**config.mk**
```make
export PLATFORM = sky130hd
export DESIGN_NAME = parse_encode
export DESIGN_NICKNAME = d
export VERILOG_FILES = /design/src/rtl/parse_encode_pkg.sv /design/src/rtl/parse_encode_asc2bin.sv /design/src/rtl/parse_encode.sv
export SDC_FILE = /design/constraint.sdc
export NUM_CORES = 1
export LEC_CHECK = 0
export BUFFER_PORTS_ARGS = -buffer_cell sky130_fd_sc_hd__buf_2
export CAP_MARGIN = 10
export CORE_MARGIN = 2
export CORE_UTILIZATION = 60
export DETAILED_ROUTE_END_ITERATION = 6
export GPL_ROUTABILITY_DRIVEN = 0
export HOLD_SLACK_MARGIN = 0.05
export PLACE_DENSITY = 0.82
export SLEW_MARGIN = 20
export SYNTH_ARGS = -nofsm -noshare
export SYNTH_HDL_FRONTEND = slang
export SYNTH_HIERARCHICAL = 1
export SYNTH_SLANG_ARGS = --single-unit
```
**constraint.sdc**
```tcl
create_clock -name clk -period 3.5 [get_ports clk]
set_input_delay 0.175 -clock clk [delete_from_list [all_inputs] [get_ports clk]]
set_output_delay 0.175 -clock clk [all_outputs]
set_load 0.02 [all_outputs]
```
**src/rtl/parse_encode_pkg.sv**
```systemverilog
// Shared definitions for the ASCII command-stream to MIPS instruction encoder:
// FSM state encodings, error codes, type codes, opcode/func fields and the
// type-to-instruction encode function.
package parse_encode_pkg;

  typedef enum logic [2:0] {
    S_TYPE    = 3'd0,
    S_OPER    = 3'd1,
    S_WAIT_CR = 3'd2,
    S_FLUSH   = 3'd3,
    S_EMIT    = 3'd4
  } state_t;

  localparam logic [7:0] CHAR_CR = 8'h0D;

  localparam logic [1:0] ERR_OK   = 2'd0;
  localparam logic [1:0] ERR_HEX  = 2'd1;
  localparam logic [1:0] ERR_TYPE = 2'd2;
  localparam logic [1:0] ERR_LONG = 2'd3;

  // Type codes carried in the two leading hex characters of a frame
  localparam logic [7:0] T_ADD  = 8'h01, T_SUB  = 8'h02, T_AND   = 8'h03, T_OR   = 8'h04;
  localparam logic [7:0] T_SLL  = 8'h05, T_SRL  = 8'h06, T_SRA   = 8'h07, T_ADDI = 8'h08;
  localparam logic [7:0] T_ANDI = 8'h09, T_ORI  = 8'h0A, T_LW    = 8'h0B, T_SW   = 8'h0C;
  localparam logic [7:0] T_BEQ  = 8'h0D, T_BNE  = 8'h0E, T_JMP   = 8'h0F, T_ADDU = 8'h10;
  localparam logic [7:0] T_SUBU = 8'h11, T_XOR  = 8'h12, T_NOR   = 8'h13, T_SLT  = 8'h14;
  localparam logic [7:0] T_SLTU = 8'h15, T_SLLV = 8'h16, T_SRLV  = 8'h17, T_SRAV = 8'h18;
  localparam logic [7:0] T_JR   = 8'h19, T_ADDIU= 8'h1A, T_XORI  = 8'h1B, T_LUI  = 8'h1C;
  localparam logic [7:0] T_SLTI = 8'h1D, T_SLTIU= 8'h1E, T_JAL   = 8'h1F;

  // Opcode field values
  localparam logic [5:0] OP_R    = 6'h00, OP_JMP  = 6'h02, OP_JAL  = 6'h03, OP_BEQ  = 6'h04;
  localparam logic [5:0] OP_BNE  = 6'h05, OP_ADDI = 6'h08, OP_ADDIU= 6'h09, OP_SLTI = 6'h0A;
  localparam logic [5:0] OP_SLTIU= 6'h0B, OP_ANDI = 6'h0C, OP_ORI  = 6'h0D, OP_XORI = 6'h0E;
  localparam logic [5:0] OP_LUI  = 6'h0F, OP_LW   = 6'h23, OP_SW   = 6'h2B;

  // R-class func field values
  localparam logic [5:0] FN_SLL  = 6'h00, FN_SRL  = 6'h02, FN_SRA  = 6'h03, FN_SLLV = 6'h04;
  localparam logic [5:0] FN_SRLV = 6'h06, FN_SRAV = 6'h07, FN_JR   = 6'h08, FN_ADD  = 6'h20;
  localparam logic [5:0] FN_ADDU = 6'h21, FN_SUB  = 6'h22, FN_SUBU = 6'h23, FN_AND  = 6'h24;
  localparam logic [5:0] FN_OR   = 6'h25, FN_XOR  = 6'h26, FN_NOR  = 6'h27, FN_SLT  = 6'h2A;
  localparam logic [5:0] FN_SLTU = 6'h2B;

  // Returns {err, instr}; P[31:26] never reaches the instruction word.
  function automatic logic [33:0] encode(input logic [7:0] t, input logic [31:0] p);
    logic       r_class;
    logic       mapped;
    logic [5:0] code;
    r_class = 1'b0;
    mapped  = 1'b1;
    code    = 6'h00;
    case (t)
      T_ADD:   begin r_class = 1'b1; code = FN_ADD;  end
      T_SUB:   begin r_class = 1'b1; code = FN_SUB;  end
      T_AND:   begin r_class = 1'b1; code = FN_AND;  end
      T_OR:    begin r_class = 1'b1; code = FN_OR;   end
      T_SLL:   begin r_class = 1'b1; code = FN_SLL;  end
      T_SRL:   begin r_class = 1'b1; code = FN_SRL;  end
      T_SRA:   begin r_class = 1'b1; code = FN_SRA;  end
      T_ADDU:  begin r_class = 1'b1; code = FN_ADDU; end
      T_SUBU:  begin r_class = 1'b1; code = FN_SUBU; end
      T_XOR:   begin r_class = 1'b1; code = FN_XOR;  end
      T_NOR:   begin r_class = 1'b1; code = FN_NOR;  end
      T_SLT:   begin r_class = 1'b1; code = FN_SLT;  end
      T_SLTU:  begin r_class = 1'b1; code = FN_SLTU; end
      T_SLLV:  begin r_class = 1'b1; code = FN_SLLV; end
      T_SRLV:  begin r_class = 1'b1; code = FN_SRLV; end
      T_SRAV:  begin r_class = 1'b1; code = FN_SRAV; end
      T_JR:    begin r_class = 1'b1; code = FN_JR;   end
      T_ADDI:  code = OP_ADDI;
      T_ANDI:  code = OP_ANDI;
      T_ORI:   code = OP_ORI;
      T_LW:    code = OP_LW;
      T_SW:    code = OP_SW;
      T_BEQ:   code = OP_BEQ;
      T_BNE:   code = OP_BNE;
      T_JMP:   code = OP_JMP;
      T_ADDIU: code = OP_ADDIU;
      T_XORI:  code = OP_XORI;
      T_LUI:   code = OP_LUI;
      T_SLTI:  code = OP_SLTI;
      T_SLTIU: code = OP_SLTIU;
      T_JAL:   code = OP_JAL;
      default: mapped = 1'b0;
    endcase
    if (!mapped)
      encode = {ERR_TYPE, 32'h0000_0000};
    else if (r_class)
      encode = {ERR_OK, OP_R, p[25:6], code};
    else
      encode = {ERR_OK, code, p[25:0]};
  endfunction

endpackage

```
**src/rtl/parse_encode_asc2bin.sv**
```systemverilog
// ASCII to nibble decoder, inverse of the display-side bin2asc.
// Accepts 0-9, A-F and a-f; anything else reports is_hex = 0.
module asc2bin
  import parse_encode_pkg::*;
(
  input  logic [7:0] asc,
  output logic       is_hex,
  output logic [3:0] nibble
);

  // Range decode of the three hex character groups
  always_comb begin
    is_hex = 1'b1;
    nibble = 4'h0;
    if (asc >= 8'h30 && asc <= 8'h39)
      nibble = asc[3:0];
    else if ((asc >= 8'h41 && asc <= 8'h46) || (asc >= 8'h61 && asc <= 8'h66))
      nibble = asc[3:0] + 4'd9;
    else
      is_hex = 1'b0;
  end

endmodule

```
**src/rtl/parse_encode.sv**
```systemverilog
// Parses framed ASCII commands (2 type chars, 8 hex operand chars, CR) and
// emits the encoded MIPS instruction word with a valid/ready handshake.
//
//   state   | meaning
//   --------+----------------------------------------------------------
//   TYPE    | collecting the two type characters (cnt 0-1)
//   OPER    | collecting eight operand hex digits (cnt 0-7)
//   WAIT_CR | frame complete, expecting the terminating CR
//   FLUSH   | error latched, discarding characters until CR
//   EMIT    | result presented, waiting for out_ready
module parse_encode
  import parse_encode_pkg::*;
(
  input  logic        clk,
  input  logic        rst_n,
  input  logic        in_valid,
  input  logic [7:0]  in_char,
  output logic        in_ready,
  output logic        out_valid,
  output logic [31:0] out_instr,
  output logic [1:0]  out_err,
  input  logic        out_ready
);

  state_t      state;
  logic [2:0]  cnt;
  logic [7:0]  first_char;
  logic        first_hex;
  logic        bubble;
  logic [7:0]  type_code;
  logic [31:0] operand;
  logic [1:0]  err_q;

  logic        is_hex;
  logic [3:0]  nib;
  logic        accept;
  logic        is_cr;
  logic        is_x;
  logic [33:0] enc;

  asc2bin u_asc2bin (
    .asc    (in_char),
    .is_hex (is_hex),
    .nibble (nib)
  );

  assign accept = in_valid && in_ready;
  assign is_cr  = (in_char == CHAR_CR);
  assign is_x   = (in_char == 8'h78) || (in_char == 8'h58);
  assign enc    = encode(type_code, operand);

  // Frame parser FSM with registered handshake outputs
  always_ff @(posedge clk) begin
    if (!rst_n) begin
      state      <= S_TYPE;
      cnt        <= 3'd0;
      first_char <= 8'h00;
      first_hex  <= 1'b0;
      bubble     <= 1'b0;
      type_code  <= 8'h00;
      operand    <= 32'h0;
      err_q      <= ERR_OK;
      in_ready   <= 1'b1;
      out_valid  <= 1'b0;
      out_instr  <= 32'h0;
      out_err    <= ERR_OK;
    end else begin
      case (state)
        S_TYPE: if (accept) begin
          if (is_cr) begin
            out_err   <= ERR_HEX;
            out_instr <= 32'h0;
            out_valid <= 1'b1;
            in_ready  <= 1'b0;
            state     <= S_EMIT;
          end else if (cnt == 3'd0) begin
            first_char      <= in_char;
            first_hex       <= is_hex;
            type_code[7:4]  <= nib;
            if (is_hex || is_x) cnt <= 3'd1;
            else begin
              err_q <= ERR_HEX;
              state <= S_FLUSH;
            end
          end else begin
            type_code[3:0] <= nib;
            cnt            <= 3'd0;
            // Bubble only for matching case: "xx" or "XX"
            if (is_x && (in_char == first_char)) begin
              bubble <= 1'b1;
              state  <= S_OPER;
            end else if (is_hex && first_hex) begin
              state <= S_OPER;
            end else begin
              err_q <= ERR_HEX;
              state <= S_FLUSH;
            end
          end
        end
        S_OPER: if (accept) begin
          if (is_cr) begin
            out_err   <= ERR_HEX;
            out_instr <= 32'h0;
            out_valid <= 1'b1;
            in_ready  <= 1'b0;
            state     <= S_EMIT;
          end else if (!is_hex) begin
            err_q <= ERR_HEX;
            state <= S_FLUSH;
          end else begin
            operand <= {operand[27:0], nib};
            if (cnt == 3'd7) begin
              cnt   <= 3'd0;
              state <= S_WAIT_CR;
            end else begin
              cnt <= cnt + 3'd1;
            end
          end
        end
        S_WAIT_CR: if (accept) begin
          if (is_cr) begin
            out_err   <= bubble ? ERR_OK : enc[33:32];
            out_instr <= bubble ? 32'h0 : enc[31:0];
            out_valid <= 1'b1;
            in_ready  <= 1'b0;
            state     <= S_EMIT;
          end else begin
            err_q <= ERR_LONG;
            state <= S_FLUSH;
          end
        end
        S_FLUSH: if (accept && is_cr) begin
          out_err   <= err_q;
          out_instr <= 32'h0;
          out_valid <= 1'b1;
          in_ready  <= 1'b0;
          state     <= S_EMIT;
        end
        S_EMIT: if (out_ready) begin
          out_valid <= 1'b0;
          in_ready  <= 1'b1;
          cnt       <= 3'd0;
          bubble    <= 1'b0;
          err_q     <= ERR_OK;
          state     <= S_TYPE;
        end
        default: state <= S_TYPE;
      endcase
    end
  end

endmodule

```
==> flow_summary.ini <==
[run_status]
status = finished clean

[floorplan]
core.rowCount = 30
ioPinCount = 48
die_x_um = 87.6
core_um2 = 6760
die_area_um2 = 7670
start_util = 0.620
die_h_um = 87.6

[cts]
cts_resized = 0
cts.sinks = 87
cts_tree = built
cts_max_level = 3
worstSkewPairLatency_ns = 0.37
postCtsSetupBuffers = 0
clk_pin_slew_ns = 0.10
clk_path_buf_depth = 2
hold_buffers = 0
cts-root-buf = clkbuf_8
cts_buffers = 9

[global_route]
grt_util_met1 = 0.332
grt_antenna_before_repair = 0
met2_usage = 0.397
grt.busiest_layer = met2
grt_pass1_vias = 3256
grt_max_degree = 36
gr-usage-met3 = 0.0481
grt_pass1_wl_mm = 15.1
gr-usage-all-layers = 0.245
grt_remaining_overflow = 0

[pwr]
power.total_uw = 1940
ir_drop_v = 0.000311
p_per_area_nw_per_um2 = 424
p_leak_uw = 0.00189

[timing]
hold_violations = 0
rsz0062_at_grt = no
setup_tns_ns = 0
slew_headroom = 0.561
slew_violations = 0
worst_pin_slew_ns = 0.657
layout_min_cycle_time_ns = 2.34
timing.hold.ws_ns = 0.0978
setup_violations = 0
period_share = 0.669
fmax_ghz = 0.427
final.setup_skew_ns = 0.00895

[synthesis]
syn_nets = 505
yosys_warnings = 6
ys_seq_elements = 87
synth-edff-count = 0
synthFlopType = dfxtp_1
synth_top_cell_area_share = 0.416
syn_area_um2 = 4190
synth_area_leaders = dfxtp_1, nand2_1, a21oi_1
netlist-cell-type-count = 74
syn_area_per_cell_um2 = 8.60
netlist_instances = 487
ys_seq_area_frac = 0.416
async_flop_share = 0
yosys.area.top_type = dfxtp_1

[worst_setup_path]
start_kind = input pin
cp.arrival_ns = 2.58
worstPathRequired_ns = 3.74
critPathKind = in2reg
crit_path_end_kind = register
critPathMaxFanout = 26
r2r_start = state[0]
critPathLaunch = in_char[4]
reg2reg_depth = 5

[place]
port_buffers = 46
hpwl_mm = 6.48
numPlacedInstances = 583

[min_path]
hold_path.class = in2reg
min-delay-start = rst_n
hold_depth = 2

[cells_and_area]
area.growth.synth_to_final_pct = 9.20
fillers = 565
fin_util = 0.677
multi_input_area_um2 = 2240
antenna_cells = 0
nets = 532
ff_latch_area_um2 = 1740
fin_cells = 599
layout-drive-gt1-share = 0.177

[routing]
wl_per_cell_um = 15.2
viasPerCell = 5.96
drc_errors = 0
drt_wl_total_mm = 9.11
ant_nets = 0
drt_iter0_drc = 183
first_pass_iters = 4
vias = 3571

[flow_run]
drv_cap = 0
worst paths after layout:
check                                     to  slack [ns]
worst max-delay path             operand[13]        1.16
worst min-delay path                in_ready         0.1
worst max register to register   operand[13]        1.17
worst min register to register  out_instr[3]        0.45
synth_stat cells, drive strengths merged (8+ instances only):
library cell and count:
dfxtp 87, nand2 86, a21oi 43, nor2 39
a22o 22, o21ai 20, mux2i 19, buf 18
clkbuf 15, nand3 12, nand2b 11, inv 10
nor3 10, nand4 8
metrics by stage:
step / area, µm² / setup WS (ns)
floorplan: 4190 / 1.15
CTS: 4570 / 1.18
finish: 4570 / 1.16
detailed placement: 4380 / 0.826
global route: 4570 / 0.965
global placement: 4380 / 0.991
cells by family (layout without fill, tap and decap cells):
family                     count (synthesis)  in the layout  share of synthesized area
muxes                                     20             20                     0.0481
AOI/OAI and AO/OA                        121            121                      0.196
xor gates and xnor gates                   6              6                     0.0125
other                                      1              1                   0.000895
and+or+nand+nor                          201            201                      0.257
DFF                                       87             87                      0.416
adders and majority gates                  7              7                     0.0203
buffers and inverters                     44             76                     0.0499
placed cells by master, fill, tap and decap left out, types with 10 or more instances in the layout:
cell type  instances
nand2_1           86
nor2_1            37
a22o_1            22
dfxtp_1           87
buf_2             46
a21oi_1           41
nand3_1           10
o21ai_0           13
mux2i_1           19
nand2b_1          10
inv_1             10
state kept, by name, summed over array words and instances (netlist names):
signal      cells
out_instr      31
operand        26
first_char      8
type_code       8
cnt             3
state           3
err_q           2
out_err         2
bubble          1
first_hex       1
in_ready        1
out_valid       1
report_power, final:
part           switching [µW]  internal (µW)
Sequential               24.0           1010
Combinational             125           82.6
Clock                     419            284
final cells by class:
type / instances / share of cell area
clock buffer: 9 / 0.0271
tap: 80 / 0.0219
inverter: 11 / 0.00903
clock inverter: 7 / 0.0159
multi-input combinational: 356 / 0.490
timing repair buffer: 49 / 0.0553
sequential: 87 / 0.381
metal layers:
layer,wire length (µm),share of wire,vias to the layer above
li1,-,-,1771
met1,4190,0.46,1696
met2,4410,0.48,92
met3,376,0.041,12
met4,140,0.015,0
met5,0,0,-
worst max-delay path, cell delays in order:
cell and delay, ns:
buf_2 0.16, nor4bb_1 0.51, a21boi_0 0.39, or2_1 0.38, nand4_2 0.59, nand2_1 0.27, a21oi_1 0.10
Power figures use the tool's default switching activity.
